**config.mk**
```make
export PLATFORM = sky130hd
export DESIGN_NAME = ibex_ahb_lite_master
export DESIGN_NICKNAME = d
export VERILOG_FILES = /design/src/rtl/ibex_ahb_pkg.sv /design/src/rtl/ibex_ahb_arbiter.sv /design/src/rtl/ibex_ahb_lite_master.sv
export SDC_FILE = /design/constraint.sdc
export NUM_CORES = 1
export LEC_CHECK = 0
export BUFFER_PORTS_ARGS = -buffer_cell sky130_fd_sc_hd__buf_2
export CORE_AREA = 2 2 111 113
export CTS_BUF_LIST = sky130_fd_sc_hd__clkbuf_8
export CTS_CLUSTER_SIZE = 30
export DETAILED_ROUTE_END_ITERATION = 6
export DIE_AREA = 0 0 113 115
export GPL_TIMING_DRIVEN = 1
export HOLD_SLACK_MARGIN = 0.15
export PLACE_DENSITY = 0.59
export REMOVE_ABC_BUFFERS = 1
export SLEW_MARGIN = 20
export SYNTH_ARGS = -nofsm -noshare
export SYNTH_HDL_FRONTEND = slang
export SYNTH_HIERARCHICAL = 1
export SYNTH_SLANG_ARGS = --single-unit
export TNS_END_PERCENT = 1
```
**constraint.sdc**
```tcl
create_clock -name HCLK -period 2.23 [get_ports HCLK]
set_input_delay 0.223 -clock HCLK [delete_from_list [all_inputs] [get_ports HCLK]]
set_output_delay 0.223 -clock HCLK [all_outputs]
set_load 0.01 [all_outputs]
```
**src/rtl/ibex_ahb_pkg.sv**
```systemverilog
// Shared AHB-Lite encodings and the byte-enable to HSIZE/offset decoder
// used by the Ibex dual-port AHB master bridge.
package ibex_ahb_pkg;

    localparam logic [1:0] HTRANS_IDLE   = 2'b00;
    localparam logic [1:0] HTRANS_BUSY   = 2'b01;
    localparam logic [1:0] HTRANS_NONSEQ = 2'b10;
    localparam logic [1:0] HTRANS_SEQ    = 2'b11;

    localparam logic [2:0] HSIZE_BYTE  = 3'd0;
    localparam logic [2:0] HSIZE_HALF  = 3'd1;
    localparam logic [2:0] HSIZE_WORD  = 3'd2;
    localparam logic [2:0] HSIZE_DWORD = 3'd3;

    localparam logic [2:0] HBURST_SINGLE = 3'b000;

    localparam logic [3:0] HPROT_FETCH = 4'b0010;
    localparam logic [3:0] HPROT_DATA  = 4'b0011;

    typedef enum logic {
        PORT_INSTR = 1'b0,
        PORT_DATA  = 1'b1
    } port_e;

    typedef struct packed {
        logic [2:0] size;
        logic [2:0] offset;
    } size_off_t;

    // Naturally aligned byte/half/word lanes map to a narrower transfer;
    // anything irregular falls back to a full-width access at offset 0.
    function automatic size_off_t be_to_size(input logic [7:0] be, input int nbytes);
        size_off_t r;
        r.size   = (nbytes == 8) ? HSIZE_DWORD : HSIZE_WORD;
        r.offset = 3'd0;
        for (int k = 0; k < 8; k++) begin
            if (k < nbytes && be == (8'h01 << k)) begin
                r.size   = HSIZE_BYTE;
                r.offset = 3'(k);
            end
        end
        for (int k = 0; k < 8; k += 2) begin
            if (k < nbytes && be == (8'h03 << k)) begin
                r.size   = HSIZE_HALF;
                r.offset = 3'(k);
            end
        end
        if (nbytes == 8) begin
            for (int k = 0; k < 8; k += 4) begin
                if (be == (8'h0F << k)) begin
                    r.size   = HSIZE_WORD;
                    r.offset = 3'(k);
                end
            end
        end
        return r;
    endfunction

endpackage

```
**src/rtl/ibex_ahb_arbiter.sv**
```systemverilog
// Selects which core port drives the AHB address phase: fixed data priority
// or round-robin, with the choice frozen while a stalled request is on the bus.
module ibex_ahb_arbiter
    import ibex_ahb_pkg::*;
#(
    parameter int ARB_MODE = 0
) (
    input  logic clk_i,
    input  logic rst_i,
    input  logic instr_req_i,
    input  logic data_req_i,
    input  logic en_i,
    input  logic hready_i,
    input  logic hold_i,
    input  logic hold_sel_i,
    output logic sel_o,
    output logic valid_o,
    output logic gnt_o
);

    port_e ptr_q, ptr_d;
    port_e sel;

    always_comb begin
        if (hold_i) begin
            sel = port_e'(hold_sel_i);
        end else if (instr_req_i && data_req_i) begin
            sel = (ARB_MODE == 1) ? ptr_q : PORT_DATA;
        end else if (data_req_i) begin
            sel = PORT_DATA;
        end else begin
            sel = PORT_INSTR;
        end
    end

    assign valid_o = en_i & ((sel == PORT_DATA) ? data_req_i : instr_req_i);
    assign gnt_o   = valid_o & hready_i;
    assign sel_o   = sel;

    // ptr_q names the port that wins the next contention.
    always_comb begin
        ptr_d = ptr_q;
        if (gnt_o) begin
            ptr_d = (sel == PORT_DATA) ? PORT_INSTR : PORT_DATA;
        end
    end

    always_ff @(posedge clk_i) begin
        if (rst_i) begin
            ptr_q <= PORT_DATA;
        end else begin
            ptr_q <= ptr_d;
        end
    end

endmodule

```
**src/rtl/ibex_ahb_lite_master.sv**
```systemverilog
// Merges the Ibex instruction-fetch and LSU req/gnt/rvalid ports onto a single
// pipelined AHB-Lite master (address phase of N+1 overlaps data phase of N).
module ibex_ahb_lite_master
    import ibex_ahb_pkg::*;
#(
    parameter int ADDR_W   = 32,
    parameter int DATA_W   = 32,
    parameter int ARB_MODE = 0
) (
    input  logic                HCLK,
    input  logic                HRESET,
    input  logic                instr_req_i,
    input  logic [ADDR_W-1:0]   instr_addr_i,
    output logic                instr_gnt_o,
    output logic                instr_rvalid_o,
    output logic [DATA_W-1:0]   instr_rdata_o,
    output logic                instr_err_o,
    input  logic                data_req_i,
    input  logic                data_we_i,
    input  logic [DATA_W/8-1:0] data_be_i,
    input  logic [ADDR_W-1:0]   data_addr_i,
    input  logic [DATA_W-1:0]   data_wdata_i,
    output logic                data_gnt_o,
    output logic                data_rvalid_o,
    output logic [DATA_W-1:0]   data_rdata_o,
    output logic                data_err_o,
    output logic [ADDR_W-1:0]   HADDR,
    output logic [1:0]          HTRANS,
    output logic [2:0]          HSIZE,
    output logic [2:0]          HBURST,
    output logic [3:0]          HPROT,
    output logic                HWRITE,
    output logic [DATA_W-1:0]   HWDATA,
    input  logic [DATA_W-1:0]   HRDATA,
    input  logic                HREADY,
    input  logic                HRESP
);

    localparam int         BE_W      = DATA_W / 8;
    localparam int         OFF_W     = $clog2(BE_W);
    localparam logic [2:0] FULL_SIZE = (DATA_W == 64) ? HSIZE_DWORD : HSIZE_WORD;

    logic              rst_q;
    logic              dphase_q, dphase_d;
    logic              owner_q, owner_d;
    logic              hold_q, hold_d;
    logic              hold_sel_q, hold_sel_d;
    logic [DATA_W-1:0] hwdata_q, hwdata_d;

    logic      sel, addr_valid, gnt, addr_en, err_first, dphase_done;
    size_off_t be_dec;
    logic      unused_bits;

    // No new address phase during reset, the cycle after it, or the first
    // cycle of an error response.
    assign err_first = HRESP & ~HREADY;
    assign addr_en   = ~HRESET & ~rst_q & ~err_first;

    ibex_ahb_arbiter #(
        .ARB_MODE (ARB_MODE)
    ) u_arbiter (
        .clk_i       (HCLK),
        .rst_i       (HRESET),
        .instr_req_i (instr_req_i),
        .data_req_i  (data_req_i),
        .en_i        (addr_en),
        .hready_i    (HREADY),
        .hold_i      (hold_q),
        .hold_sel_i  (hold_sel_q),
        .sel_o       (sel),
        .valid_o     (addr_valid),
        .gnt_o       (gnt)
    );

    assign be_dec = be_to_size(8'(data_be_i), BE_W);

    always_comb begin
        HTRANS = HTRANS_IDLE;
        HADDR  = '0;
        HSIZE  = HSIZE_BYTE;
        HWRITE = 1'b0;
        HPROT  = 4'b0000;
        if (addr_valid) begin
            HTRANS = HTRANS_NONSEQ;
            if (sel == PORT_DATA) begin
                HADDR  = {data_addr_i[ADDR_W-1:OFF_W], be_dec.offset[OFF_W-1:0]};
                HSIZE  = be_dec.size;
                HWRITE = data_we_i;
                HPROT  = HPROT_DATA;
            end else begin
                HADDR  = {instr_addr_i[ADDR_W-1:OFF_W], {OFF_W{1'b0}}};
                HSIZE  = FULL_SIZE;
                HPROT  = HPROT_FETCH;
            end
        end
    end

    assign HBURST      = HBURST_SINGLE;
    assign HWDATA      = hwdata_q;
    assign instr_gnt_o = gnt & (sel == PORT_INSTR);
    assign data_gnt_o  = gnt & (sel == PORT_DATA);

    assign dphase_done    = dphase_q & HREADY & ~HRESET;
    assign instr_rvalid_o = dphase_done & (owner_q == PORT_INSTR);
    assign data_rvalid_o  = dphase_done & (owner_q == PORT_DATA);
    assign instr_err_o    = instr_rvalid_o & HRESP;
    assign data_err_o     = data_rvalid_o & HRESP;
    assign instr_rdata_o  = HRDATA;
    assign data_rdata_o   = HRDATA;

    always_comb begin
        dphase_d   = dphase_q;
        owner_d    = owner_q;
        hwdata_d   = hwdata_q;
        hold_d     = addr_valid & ~HREADY;
        hold_sel_d = sel;
        if (dphase_done) begin
            dphase_d = 1'b0;
        end
        if (gnt) begin
            dphase_d = 1'b1;
            owner_d  = sel;
            if (sel == PORT_DATA && data_we_i) begin
                hwdata_d = data_wdata_i;
            end
        end
    end

    always_ff @(posedge HCLK) begin
        rst_q <= HRESET;
        if (HRESET) begin
            dphase_q   <= 1'b0;
            owner_q    <= PORT_INSTR;
            hold_q     <= 1'b0;
            hold_sel_q <= PORT_INSTR;
            hwdata_q   <= '0;
        end else begin
            dphase_q   <= dphase_d;
            owner_q    <= owner_d;
            hold_q     <= hold_d;
            hold_sel_q <= hold_sel_d;
            hwdata_q   <= hwdata_d;
        end
    end

    assign unused_bits = ^{instr_addr_i[OFF_W-1:0], data_addr_i[OFF_W-1:0], be_dec.offset};

endmodule

```
==> metrics list <==
* Run status: complete, but fails checks
- The final reports fail on design-rule violations.
- Number of routed nets with antenna violations: 0
- Adding up every negative setup slack in the final design gives 0 ns.
- At the later pin of the worst-skew pair, clock insertion delay measures roughly 0.29 ns.
- Number of warnings printed during yosys synthesis: 6
- Yosys reg bits: 37
- The analysis attributes to net switching a power of roughly 380 µW.
* Layout cell share with drive strength beyond 1: 0.457
- Initial antenna violation count: 1
- In this run the most critical hold path is launched from data_wdata_i[15].
- Initial Utilization: 0.215
- The design draws between 1 and 1.5 mW.
- CP Capture Type: output pin
- Via count of the first global-routing pass: between 2000 and 2500
* Number of cells produced by synthesis: about 320
- Standby leakage power: roughly 1.7 nW
- Startpoint kind of the worst setup timing path: flop
- Setup repair after global routing left no endpoint under its margin.
* Slowest cell on the critical path: sky130_fd_sc_hd__o211a_2
* Clock network power share: 0.318
- Area overhead of the layout relative to synthesis: 23.9%
- In the finished design, the share of the clock period the worst path needs comes to 0.890.
- Worst r2r path cells: 6
- Setup slack on the worst reg-to-reg path comes out at 0.52 ns.
* Via count: 2487
- The endpoint identified for the worst register-to-register timing path is HWDATA[21].
* Peak per-stage delay on the critical path: approximately 0.37 ns
- Dividing total power by cell area gives a power density of roughly 450 nW/µm².
* Setup Skew: about 0.0063 ns
- For hold timing, the worst endpoint is HWDATA[15].
- Cell types occupying the most area after synthesis: sky130_fd_sc_hd__dfxtp_1, sky130_fd_sc_hd__buf_4, sky130_fd_sc_hd__mux2i_1
* Placed Instance Area: between 3000 and 4000 µm²
* Number of CTS-inserted buffers: 5
- FF-to-FF Start: hold_q
* Max-cap violation count: 0
- Final hold analysis gives a worst-case slack of between 0.15 and 0.2 ns.
- Walking the worst path, the cells encountered are a211oi_2, o211a_2, nand2_1, nor4_1, buf_2.
* Maximum number of pins on one net before global-route repair: 39
- After legalization and detailed placement, the total HPWL measured 8070 µm.
* Data arrival time of the worst path: between 1.5 and 2 ns
- Distinct cell type count after synthesis: 32
- CTS built an H-tree with a depth of 2.
- The worst setup path is of the reg -> out kind.
- The longest clock path from root to sink contains 2 buffers.
- Horizontal die dimension: ~110 µm
- Iteration count of the initial detailed-routing pass: 7
- Of the post-synthesis cell area, the dominant cell type holds 0.291.
- The final layout contains routed wiring with a total length of around 9800 µm.
- Of the total power, registers draw 0.480.
- After the first detailed-routing iteration, the DRC count stood at approximately 170.
* Largest vdd supply drop: ~0.15 mV
- In this run the mean area of a mapped cell was 7.90 µm².
* Grt ovf: 0
- The finished layout holds 580 standard cells, fillers aside.
- Fill cells in the final layout number 1311.
- During I/O placement, the number of pins put on the boundary was approximately 290.
- Internal power comes to approximately 1.0 mW.
- Full die area: 13000 µm²
- TritonCTS built the clock tree.
- At the worst endpoint, the required time is 2.01 ns.
- Multi-input combinational cell area: 1140 µm²
- Number of remaining DRC errors: 12
* Final setup violation count: 0
- The congestion estimate from routability-driven global placement came to 0.750.
- Number of pins with negative max-slew slack in the final report: 0
* Diodes inserted: 0
- The tightest min-delay check is of the in -> reg type.
- Final core utilization: 0.267
- For this run, the post-layout net count is about 570.
- Endpoints failing hold: 0
- DR WL/cell: around 17 µm
- Of the total power, the share spent switching nets is 0.268.
* Final instance area: about 3200 µm²
* Standard-cell row count: 40
- The clock drives 37 sinks.
- After clock tree synthesis, the clock-pin slew on the worst setup and hold paths is 0.07 ns.
* Cell count after placement: 570
- Fin worst setup slack: approximately 0.24 ns
* Sequential Area: ~740 µm²
- In this run the worst path has a maximum fanout of 11.
- Height of the die: about 120 µm
* Cell depth of the worst min-delay path: 3
* Quantity of I/O buffers inserted on ports: 178
- Drt via density: 4.29
- Library cell with the largest summed area after synthesis: sky130_fd_sc_hd__dfxtp_1
- The core region is between 10000 and 15000 µm².
- After synthesis the cells add up to about 2500 µm².
* Proportion of power drawn by combinational gates: 0.202
- For this run, the register share of the synthesized area comes to 0.291.
* Root Buffer: sky130_fd_sc_hd__clkbuf_8
- The first global-routing pass estimated 13800 µm of wire.
- Max Freq: just over 500 MHz
- Setup slack after placement: around 0.32 ns
* Global routing usage summed across all routing layers: 0.143
- The clock period could shrink to 1.99 ns.
[how the worst max path moves through the flow]
stage | slack (ns) | from | end | cells after the start
6_report | 0.24 | rst_q | HADDR[1] | 5
5_1_grt | 0.07 | hold_q | HADDR[1] | 5
4_1_cts | 0.04 | hold_q | HADDR[7] | 5
3_5_place_dp | 0.32 | HREADY | HADDR[0] | 7
3_3_place_gp | 0.34 | HREADY | HSIZE[1] | 7
2_1_floorplan | -0.05 | hold_q | HWDATA[0] | 4
[final cells by class]
type                            instances  share of cell area
Sequential cell                        37               0.235
Clock inverter                          3             0.00437
Inverter                                3             0.00357
Multi-Input combinational cell        197               0.363
Clock buffer                            5              0.0218
Tap cell                              147              0.0584
Timing Repair Buffer                  188               0.313
[power groups by stage]
stage          Clock [mW]  Combinational [mW]  Sequential, mW
2_1_floorplan           0               0.115           0.690
3_3_place_gp            0               0.278           0.688
3_5_place_dp            0               0.281           0.688
4_1_cts             0.474               0.285           0.672
5_1_grt             0.504               0.312           0.674
6_report            0.446               0.283           0.673
[worst max-delay path, delay by kind of cell (launching register included)]
kind / cells / cell delay [ns]
buf+inv: 1 / 0.17
simple gates: 2 / 0.40
flops: 1 / 0.31
compound gates: 2 / 0.59
[cells in the final DEF (no fill, tap or decap)]
cell / Yosys / layout
sky130_fd_sc_hd__xnor2_1: 1 / 1
sky130_fd_sc_hd__nor2b_1: 32 / 32
sky130_fd_sc_hd__a21boi_1: 0 / 1
sky130_fd_sc_hd__nor4_1: 2 / 2
sky130_fd_sc_hd__nor3b_1: 1 / 1
sky130_fd_sc_hd__buf_2: 4 / 178
sky130_fd_sc_hd__buf_12: 0 / 1
sky130_fd_sc_hd__clkinv_2: 0 / 2
sky130_fd_sc_hd__mux2i_1: 30 / 30
sky130_fd_sc_hd__o211a_2: 0 / 1
sky130_fd_sc_hd__nor2_1: 7 / 7
sky130_fd_sc_hd__o2111a_1: 1 / 1
sky130_fd_sc_hd__nand2_1: 66 / 66
sky130_fd_sc_hd__xor2_1: 1 / 1
sky130_fd_sc_hd__a21oi_1: 34 / 34
sky130_fd_sc_hd__and3b_1: 1 / 1
sky130_fd_sc_hd__nand3_1: 1 / 1
sky130_fd_sc_hd__and3_1: 2 / 2
sky130_fd_sc_hd__dlygate4sd3_1: 0 / 2
sky130_fd_sc_hd__conb_1: 1 / 7
sky130_fd_sc_hd__dfxtp_1: 37 / 37
sky130_fd_sc_hd__buf_6: 2 / 1
sky130_fd_sc_hd__and2_2: 1 / 1
sky130_fd_sc_hd__clkbuf_8: 3 / 5
sky130_fd_sc_hd__inv_1: 3 / 4
sky130_fd_sc_hd__a211oi_2: 0 / 1
sky130_fd_sc_hd__mux2_4: 0 / 1
sky130_fd_sc_hd__nor4bb_1: 1 / 1
sky130_fd_sc_hd__a21boi_0: 2 / 1
sky130_fd_sc_hd__and2_1: 1 / 1
sky130_fd_sc_hd__and3_2: 1 / 1
sky130_fd_sc_hd__a31oi_1: 1 / 1
sky130_fd_sc_hd__buf_4: 75 / 6
sky130_fd_sc_hd__or3b_1: 1 / 1
[Yosys cell counts]
library cell and count:
sky130_fd_sc_hd__buf_4 75, sky130_fd_sc_hd__nand2_1 66, sky130_fd_sc_hd__dfxtp_1 37, sky130_fd_sc_hd__a21oi_1 34
sky130_fd_sc_hd__nor2b_1 32, sky130_fd_sc_hd__mux2i_1 30, sky130_fd_sc_hd__nor2_1 7, sky130_fd_sc_hd__clkbuf_1 6
sky130_fd_sc_hd__buf_2 4, sky130_fd_sc_hd__clkbuf_8 3, sky130_fd_sc_hd__inv_1 3, sky130_fd_sc_hd__a21boi_0 2
sky130_fd_sc_hd__and3_1 2, sky130_fd_sc_hd__buf_6 2, sky130_fd_sc_hd__nor4_1 2, sky130_fd_sc_hd__a211oi_1 1
sky130_fd_sc_hd__a31oi_1 1, sky130_fd_sc_hd__and2_1 1, sky130_fd_sc_hd__and2_2 1, sky130_fd_sc_hd__and3_2 1
sky130_fd_sc_hd__and3b_1 1, sky130_fd_sc_hd__clkbuf_4 1, sky130_fd_sc_hd__conb_1 1, sky130_fd_sc_hd__mux2_2 1
sky130_fd_sc_hd__nand3_1 1, sky130_fd_sc_hd__nor3b_1 1, sky130_fd_sc_hd__nor4bb_1 1, sky130_fd_sc_hd__o2111a_1 1
sky130_fd_sc_hd__o211a_1 1, sky130_fd_sc_hd__or3b_1 1, sky130_fd_sc_hd__xnor2_1 1, sky130_fd_sc_hd__xor2_1 1
[kinds of logic (layout without fill, tap and decap cells)]
| kind of cell | Yosys count | count (layout) | share of synthesized area |
|---|---|---|---|
| other | 1 | 7 | 0.00147 |
| muxes | 31 | 31 | 0.123 |
| and+or+nand+nor | 117 | 117 | 0.220 |
| xor gates and xnor gates | 2 | 2 | 0.00689 |
| DFF | 37 | 37 | 0.291 |
| AOI/OAI and AO/OA | 40 | 40 | 0.0866 |
| buffers and inverters | 94 | 199 | 0.271 |
[metal layers]
metal  share of wire  global-route usage  up-vias
met3            0.19               0.118       10
li1                -                   -     1175
met1            0.40               0.168     1067
met4          0.0052              0.0309        2
met5           0.010              0.0926        -
met2            0.39               0.192      233
[registers in the layout (all words and copies together), names as in the netlist]
name,count
rst_q,1
hold_q,1
hold_sel_q,1
HWDATA,32
dphase_q,1
owner_q,1
[timing repair]
item / in CTS / in global routing
setup buffers: 0 / 0
resized for setup: 0 / 5
endpoints found under the hold margin: 2 / 0
setup endpoints to repair: 0 / 22
hold buffers: 2 / 0
Note: power is estimated with default switching activity, not from simulation.
